`config.mk`:
```
export PLATFORM = sky130hd
export DESIGN_NAME = imem_arbiter
export DESIGN_NICKNAME = d
export VERILOG_FILES = /design/src/rtl/imem_pkg.sv /design/src/rtl/imem_starve_ctr.sv /design/src/rtl/imem_arbiter.sv
export SDC_FILE = /design/constraint.sdc
export NUM_CORES = 1
export LEC_CHECK = 0
export ABC_CLOCK_PERIOD_IN_PS = 2600
export BUFFER_PORTS_ARGS = -buffer_cell sky130_fd_sc_hd__buf_2
export CAP_MARGIN = 20
export CORE_AREA = 2 2 116 118
export DETAILED_ROUTE_END_ITERATION = 6
export DIE_AREA = 0 0 118 120
export PLACE_DENSITY = 0.58
export REMOVE_ABC_BUFFERS = 1
export SYNTH_ARGS = -nofsm -noshare
export SYNTH_HDL_FRONTEND = slang
export SYNTH_SLANG_ARGS = --single-unit
```
`constraint.sdc`:
```
create_clock -name clk -period 2.6 [get_ports clk]
set_clock_uncertainty 0.2 [all_clocks]
set_input_delay 0.13 -clock clk [delete_from_list [all_inputs] [get_ports clk]]
set_output_delay 0.13 -clock clk [all_outputs]
set_load 0.01 [all_outputs]
```
`src/rtl/imem_pkg.sv`:
```
// Shared types and constants for the instruction-memory arbiter slice.
package imem_pkg;

    typedef enum logic [1:0] {
        RUN    = 2'd0,
        DRAIN  = 2'd1,
        HALTED = 2'd2
    } imem_arb_state_t;

    localparam int IMEM_AW         = 6;
    localparam int IMEM_WORDS      = 64;
    localparam int IMEM_STARVE_MAX = 4;

endpackage

```
`src/rtl/imem_starve_ctr.sv`:
```
// Saturating count of consecutive cycles a debug request has been denied.
module imem_starve_ctr
    import imem_pkg::*;
#(
    parameter int STARVE_MAX = IMEM_STARVE_MAX
) (
    input  logic clk,
    input  logic reset,
    input  logic d_req,
    input  logic d_gnt,
    output logic hit
);

    localparam int CW = $clog2(STARVE_MAX + 1);

    logic [CW-1:0] count_reg;
    logic [CW-1:0] count_next;

    always_comb begin
        count_next = count_reg;
        if (!d_req || d_gnt) begin
            count_next = '0;
        end else if (count_reg != CW'(STARVE_MAX)) begin
            count_next = count_reg + CW'(1);
        end
    end

    always_ff @(posedge clk or negedge reset) begin
        if (!reset) begin
            count_reg <= '0;
        end else begin
            count_reg <= count_next;
        end
    end

    assign hit = (count_reg == CW'(STARVE_MAX));

endmodule

```
`src/rtl/imem_arbiter.sv`:
```
// Shares the instruction memory port between fetch and debug, with a halt handshake.
// Optional debug write path enabled by defining IMEM_WRITE_EN.
module imem_arbiter
    import imem_pkg::*;
#(
    parameter int N          = 32,
    parameter int AW         = IMEM_AW,
    parameter int STARVE_MAX = IMEM_STARVE_MAX
) (
    input  logic          clk,
    input  logic          reset,
    input  logic          f_req,
    input  logic [AW-1:0] f_addr,
    output logic          f_gnt,
    output logic          f_valid,
    output logic [N-1:0]  f_data,
    output logic          cpu_stall,
    input  logic          d_req,
    input  logic          d_we,
    input  logic [AW-1:0] d_addr,
    input  logic [N-1:0]  d_wdata,
    output logic          d_gnt,
    output logic          d_valid,
    output logic [N-1:0]  d_rdata,
    input  logic          dbg_halt,
    output logic          halt_ack,
    output logic [AW-1:0] mem_addr,
    input  logic [N-1:0]  mem_q,
    output logic          mem_we,
    output logic [N-1:0]  mem_wdata
);

    imem_arb_state_t state_reg;
    imem_arb_state_t state_next;
    logic            starve_hit;
    logic            f_valid_reg;
    logic            d_valid_reg;
    logic [N-1:0]    f_data_reg;
    logic [N-1:0]    d_rdata_reg;

    always_ff @(posedge clk or negedge reset) begin
        if (!reset) begin
            state_reg <= RUN;
        end else begin
            state_reg <= state_next;
        end
    end

    // DRAIN always lasts one cycle so an in-flight fetch can return before HALTED.
    always_comb begin
        state_next = state_reg;
        f_gnt      = 1'b0;
        d_gnt      = 1'b0;
        case (state_reg)
            RUN: begin
                d_gnt = d_req && (!f_req || starve_hit);
                f_gnt = f_req && !d_gnt;
                if (dbg_halt) begin
                    state_next = DRAIN;
                end
            end
            DRAIN: begin
                d_gnt      = d_req;
                state_next = HALTED;
            end
            HALTED: begin
                d_gnt = d_req;
                if (!dbg_halt) begin
                    state_next = RUN;
                end
            end
            default: begin
                state_next = RUN;
            end
        endcase
    end

    imem_starve_ctr #(
        .STARVE_MAX(STARVE_MAX)
    ) u_starve_ctr (
        .clk   (clk),
        .reset (reset),
        .d_req (d_req),
        .d_gnt (d_gnt),
        .hit   (starve_hit)
    );

    assign cpu_stall = f_req && !f_gnt;
    assign halt_ack  = (state_reg == HALTED);
    assign mem_addr  = f_gnt ? f_addr : (d_gnt ? d_addr : '0);
    assign mem_wdata = d_gnt ? d_wdata : '0;

`ifdef IMEM_WRITE_EN
    assign mem_we = d_gnt && d_we;
`else
    logic unused_d_we;
    assign unused_d_we = d_we;
    assign mem_we      = 1'b0;
`endif

    // mem_q is sampled on the grant edge, so a debug write returns the pre-write word.
    always_ff @(posedge clk or negedge reset) begin
        if (!reset) begin
            f_valid_reg <= 1'b0;
            d_valid_reg <= 1'b0;
            f_data_reg  <= '0;
            d_rdata_reg <= '0;
        end else begin
            f_valid_reg <= f_gnt;
            d_valid_reg <= d_gnt;
            if (f_gnt) begin
                f_data_reg <= mem_q;
            end
            if (d_gnt) begin
                d_rdata_reg <= mem_q;
            end
        end
    end

    assign f_valid = f_valid_reg;
    assign d_valid = d_valid_reg;
    assign f_data  = f_data_reg;
    assign d_rdata = d_rdata_reg;

endmodule
```
# After elaboration in Yosys (flattened, before gate mapping)
# Index checks and enable logic that the tools add are counted.
# word_totals
in_bits	82
word_cells	36
ff_bits	71
# classes
mux	10
n_reduce_logical	13
addsub	1
eq_ne	6
# op_table
operator	n
$mux W32	1
$mux W6	2
$mux W3	2
$pmux W2 S3	1
$logic_not A1 Y1	4
$mux W2	2
$ne A2 B2 Y1 const B	2
$add A3 B1 Y3 const B	1
$eq A3 B3 Y1 const B	1
$logic_and A1 B1 Y1	3
$ne A3 B3 Y1 const B	1
$eq A2 B1 Y1 const B	1
$eq A2 B2 Y1 const B	1
$logic_not A2 Y1	1
$logic_or A1 B1 Y1	2
$pmux W1 S2	1
$reduce_and A2 Y1	1
$reduce_bool A2 Y1	1
$reduce_or A2 Y1	1
$mux W1	1

# Depth between registers and ports, before layout
# depth
depth_word	8
ltp_mapped	8

# By module
# From an unflattened synthesis, not the netlist that was laid out.
# hier_totals
cells_unflattened	226
area_unflattened_um2	3141.8
# by_module_without_submodules
mod	area_per_inst_um2	seq_area_each_um2	cells_per_inst	n_inst
imem_arbiter	2959.1	1701.6	208	1
imem_starve_ctr	182.7	75.1	18	1

# Worst setup path after synthesis
# No wires, ideal clock.
# synth_timing
kind	reg2reg
start	reg state_reg[0]
end	reg d_rdata_reg[0], in the netlist d_rdata[0]
arrival_ps	1861
path_stages_with_launch	7
slack_ps	411
n_path_buf	1
t_required_ps	2273
cell_sequence	dfrtp_1 > inv_1 > ha_1 > nor2b_1 > a2111oi_4 > buf_6 > mux2_1
# synth_between
elab_chain_cells	3
# synth_rtl
item	line	text
from (decl)	imem_arbiter.sv:33	imem_arb_state_t state_reg;
from (signal assigned)	imem_arbiter.sv:45	state_reg <= state_next;
$eq A2 B2 Y1 / $eq A2 B1 Y1 (equally long branches)	imem_arbiter.sv:54	case (state_reg)
$reduce_or A2 Y1 (no line)	--	
$pmux W1 S2 *	imem_arbiter.sv:54	
to (signal assigned)	imem_arbiter.sv:115	d_rdata_reg <= mem_q;
to (decl)	imem_arbiter.sv:39	logic [N-1:0] d_rdata_reg;
# Every way passes the cells marked *; elsewhere a longest branch is shown, timed or not.
# A chain may end at the register's enable or synchronous reset.

# Worst setup path after layout
# layout_timing
start	reg state_reg[0]
end	out mem_wdata[13]
# layout_between
elab_chain_cells	4
# layout_rtl
item	line	text
$eq A2 B2 Y1 / $eq A2 B1 Y1 (equally long branches)	imem_arbiter.sv:54	
$reduce_or A2 Y1 (no line)	--	
$pmux W1 S2 *	imem_arbiter.sv:54	
$mux W32 *	imem_arbiter.sv:91	assign mem_wdata = d_gnt ? d_wdata : '0;
to (decl)	imem_arbiter.sv:30	output logic [N-1:0] mem_wdata
# Marked as above.

==> flow_metrics.tcl <==
set metrics [dict create \
    outcome "finished, final reports clean" \
    p_clk_frac 0.197 \
    ios 191 \
    power.share.sequential 0.332 \
    via_per_inst 4.20 \
    ys_ff_latch 71 \
    crit_type "register to primary output" \
    grt_usage 0.126 \
    start_util 0.242 \
    dp_cells 581 \
    grt_pass1_vias 2890 \
    clockBufferDepth 2 \
    layout.nets 546 \
    p_sw_mw 2.05 \
    peakVddDrop_mv 0.567 \
    gp_congestion 0.675 \
    dieArea_mm2 0.0142 \
    synth.distinct_cells 25 \
    layout.cells.non_filler 639 \
    end_kind "primary output" \
    met3WireLength_um 812 \
    syn_inst 227 \
    drt_iter0_drc 32 \
    crit_fanout 18 \
    place_area_mm2 0.00426 \
    grt_overflow 0 \
    vias 2686 \
    hp-class "input port to async pin" \
    fin_area_mm2 0.00498 \
    cp_data_required_time_ns 2.27 \
    grt_pass1_wl_um 13900 \
    hpwl_um 5580 \
    drive_above_1_share 0.537 \
    cap_violations 0 \
    syn2layout_area_growth_pct 58.8 \
    clkTransAtPathRegs_ns 0.05 \
    wl_per_cell_um 13.9 \
    core_area_mm2 0.0130 \
    finalSetupViolCount 0 \
    finalCritPeriodShare 0.948 \
    pre_cts_ws_ns 0.283 \
    antenna_found_initial 0 \
    swShare 0.354 \
    worstMarginPinSlew_ns 0.910 \
    hold_viol_final 0 \
    die_w_um 118 \
    max_freq_ghz 0.406 \
    numCtsBuffers 9 \
    comb_power_share 0.471 \
    antenna_left 0 \
    cts_root_buf "clkbuf_16" \
    final_common_cell "buf_2" \
    wl_um 8860 \
    clock_latency_ns 0.33 \
    drv_slew 0 \
    ys_warn_count 0 \
    power_density_mw_per_mm2 1160 \
    top_layer "met4" \
    leakagePower_nw 2.50 \
    rsz0062_at_grt "false" \
    syn_area_mm2 0.00314 \
    first_pass_iters 4 \
    min_period_ns 2.47 \
    die_height_um 120 \
    post_synth.cell_area_avg_um2 13.8 \
    mostFrequentLayoutCells "187 x buf_2, 71 x dfrtp_1, 35 x dlygate4sd3_1" \
    max_slew_margin 0.394 \
    worst-r2r-setup-slack_ns 0.21 \
    cts.sinks 71 \
    worst_slack_ns 0.135 \
    cts_tree "yes" \
    arrival_ns 2.14 \
    yosysSeqAreaShare 0.566 \
    startpoint_type "register" \
    htree_levels 3 \
    wl_met2_um 4450 \
    route.detailed.drc 0 \
    io_buffers 188 \
    wl_met1_um 3480 \
    fin_util 0.384 \
    grt_start_max_net_pins 72 \
    nFillCells 1271 \
    rows 42 \
    internal_power_mw 3.73 \
]
==> per-layer routing <==
layer / vias up / track usage
met2: 131 / 0.226
met3: 12 / 0.0547
met5: - / 0
met1: 1291 / 0.131
li1: 1252 / -
met4: 0 / 0.0459
==> logic make-up after synthesis <==
group / share of synthesized area
simple gates: 0.0833
xor+xnor: 0.00279
buf+inv: 0.0359
compound gates: 0.0510
other cells: 0.00119
mux: 0.236
flops: 0.566
fa+ha+maj: 0.0239
==> cell type report <==
class,count,area (µm²),share of cell area
Sequential cell,71,1780,0.356
Timing Repair Buffer,233,1430,0.287
Multi-Input combinational cell,137,1260,0.252
Clock buffer,12,256,0.0515
Tap cell,176,220,0.0442
Inverter,6,22.5,0.00452
Clock inverter,3,18.8,0.00377
Antenna cell,1,2.50,0.000502
==> critical path, cell delays in order, from the launching register on <==
cell and delay, ns:
dfrtp_1 0.36, inv_1 0.08, ha_1 0.30, nor2b_1 0.08, a2111oi_4 0.36, buf_6 0.19
buf_12 0.16, and2_1 0.15, buf_2 0.13
==> final timing paths <==
path                                           from                  endpoint  cells past startpoint
hold / removal                                reset     f_data[4]$_DFFE_PN0P_                      2
setup / recovery           state_reg[0]$_DFFE_PN0P_             mem_wdata[13]                      8
max in group asynchronous                     reset  state_reg[0]$_DFFE_PN0P_                      2
setup reg to reg           state_reg[0]$_DFFE_PN0P_   d_rdata[12]$_DFFE_PN0N_                      8
min in group clk            d_rdata[27]$_DFFE_PN0N_   d_rdata[27]$_DFFE_PN0N_                      1
hold reg to reg             d_rdata[27]$_DFFE_PN0N_   d_rdata[27]$_DFFE_PN0N_                      1
==> through the flow <==
stage | power, mW | hold slack (ns) | setup TNS [ns]
floorplan | 3.36 | -0.366 | -88.80
global placement | 4.36 | 0.105 | 0
detailed placement | 4.45 | 0.129 | 0
CTS | 5.81 | 0.283 | 0
global route | 6.20 | 0.291 | 0
finish | 5.77 | 0.271 | 0
==> power by group through the flow <==
stage	Combinational [mW]	Sequential [mW]	Clock (mW)
after floorplan	1.17	2.19	0
after global placement	2.45	1.91	0
after detailed placement	2.51	1.94	0
after CTS	2.69	1.93	1.19
after global routing	2.97	1.99	1.24
final	2.72	1.92	1.14
==> cell usage after synthesis <==
| cell type | n | area share |
|---|---|---|
| a2111oi_4 | 1 | 0.0088 |
| a211oi_1 | 1 | 0.0024 |
| a21oi_1 | 1 | 0.0016 |
| a22o_1 | 6 | 0.017 |
| and2_1 | 32 | 0.064 |
| and3_1 | 1 | 0.0020 |
| buf_2 | 6 | 0.0096 |
| buf_4 | 1 | 0.0024 |
| buf_6 | 4 | 0.014 |
| clkbuf_1 | 2 | 0.0024 |
| conb_1 | 1 | 0.0012 |
| dfrtp_1 | 71 | 0.57 |
| ha_1 | 6 | 0.024 |
| inv_1 | 6 | 0.0072 |
| mux2_1 | 30 | 0.11 |
| mux2_2 | 34 | 0.12 |
| mux2i_1 | 2 | 0.0064 |
| nand2_1 | 3 | 0.0036 |
| nand3b_1 | 2 | 0.0048 |
| nor2_1 | 2 | 0.0024 |
| nor2b_1 | 1 | 0.0020 |
| nor3_1 | 3 | 0.0048 |
| o21a_1 | 7 | 0.017 |
| o21ai_0 | 3 | 0.0048 |
| xnor2_1 | 1 | 0.0028 |
==> what timing repair did <==
item | in CTS | in global routing
gates cloned | 2 | 1
gates resized for setup | 1 | 2
buffers inserted | 2 | 2
endpoints found under the hold margin | 140 | 0
pin swaps | 1 | 0
hold buffers | 35 | 0
endpoints found under the setup margin | 8 | 37
Power figures use the tool's default switching activity.
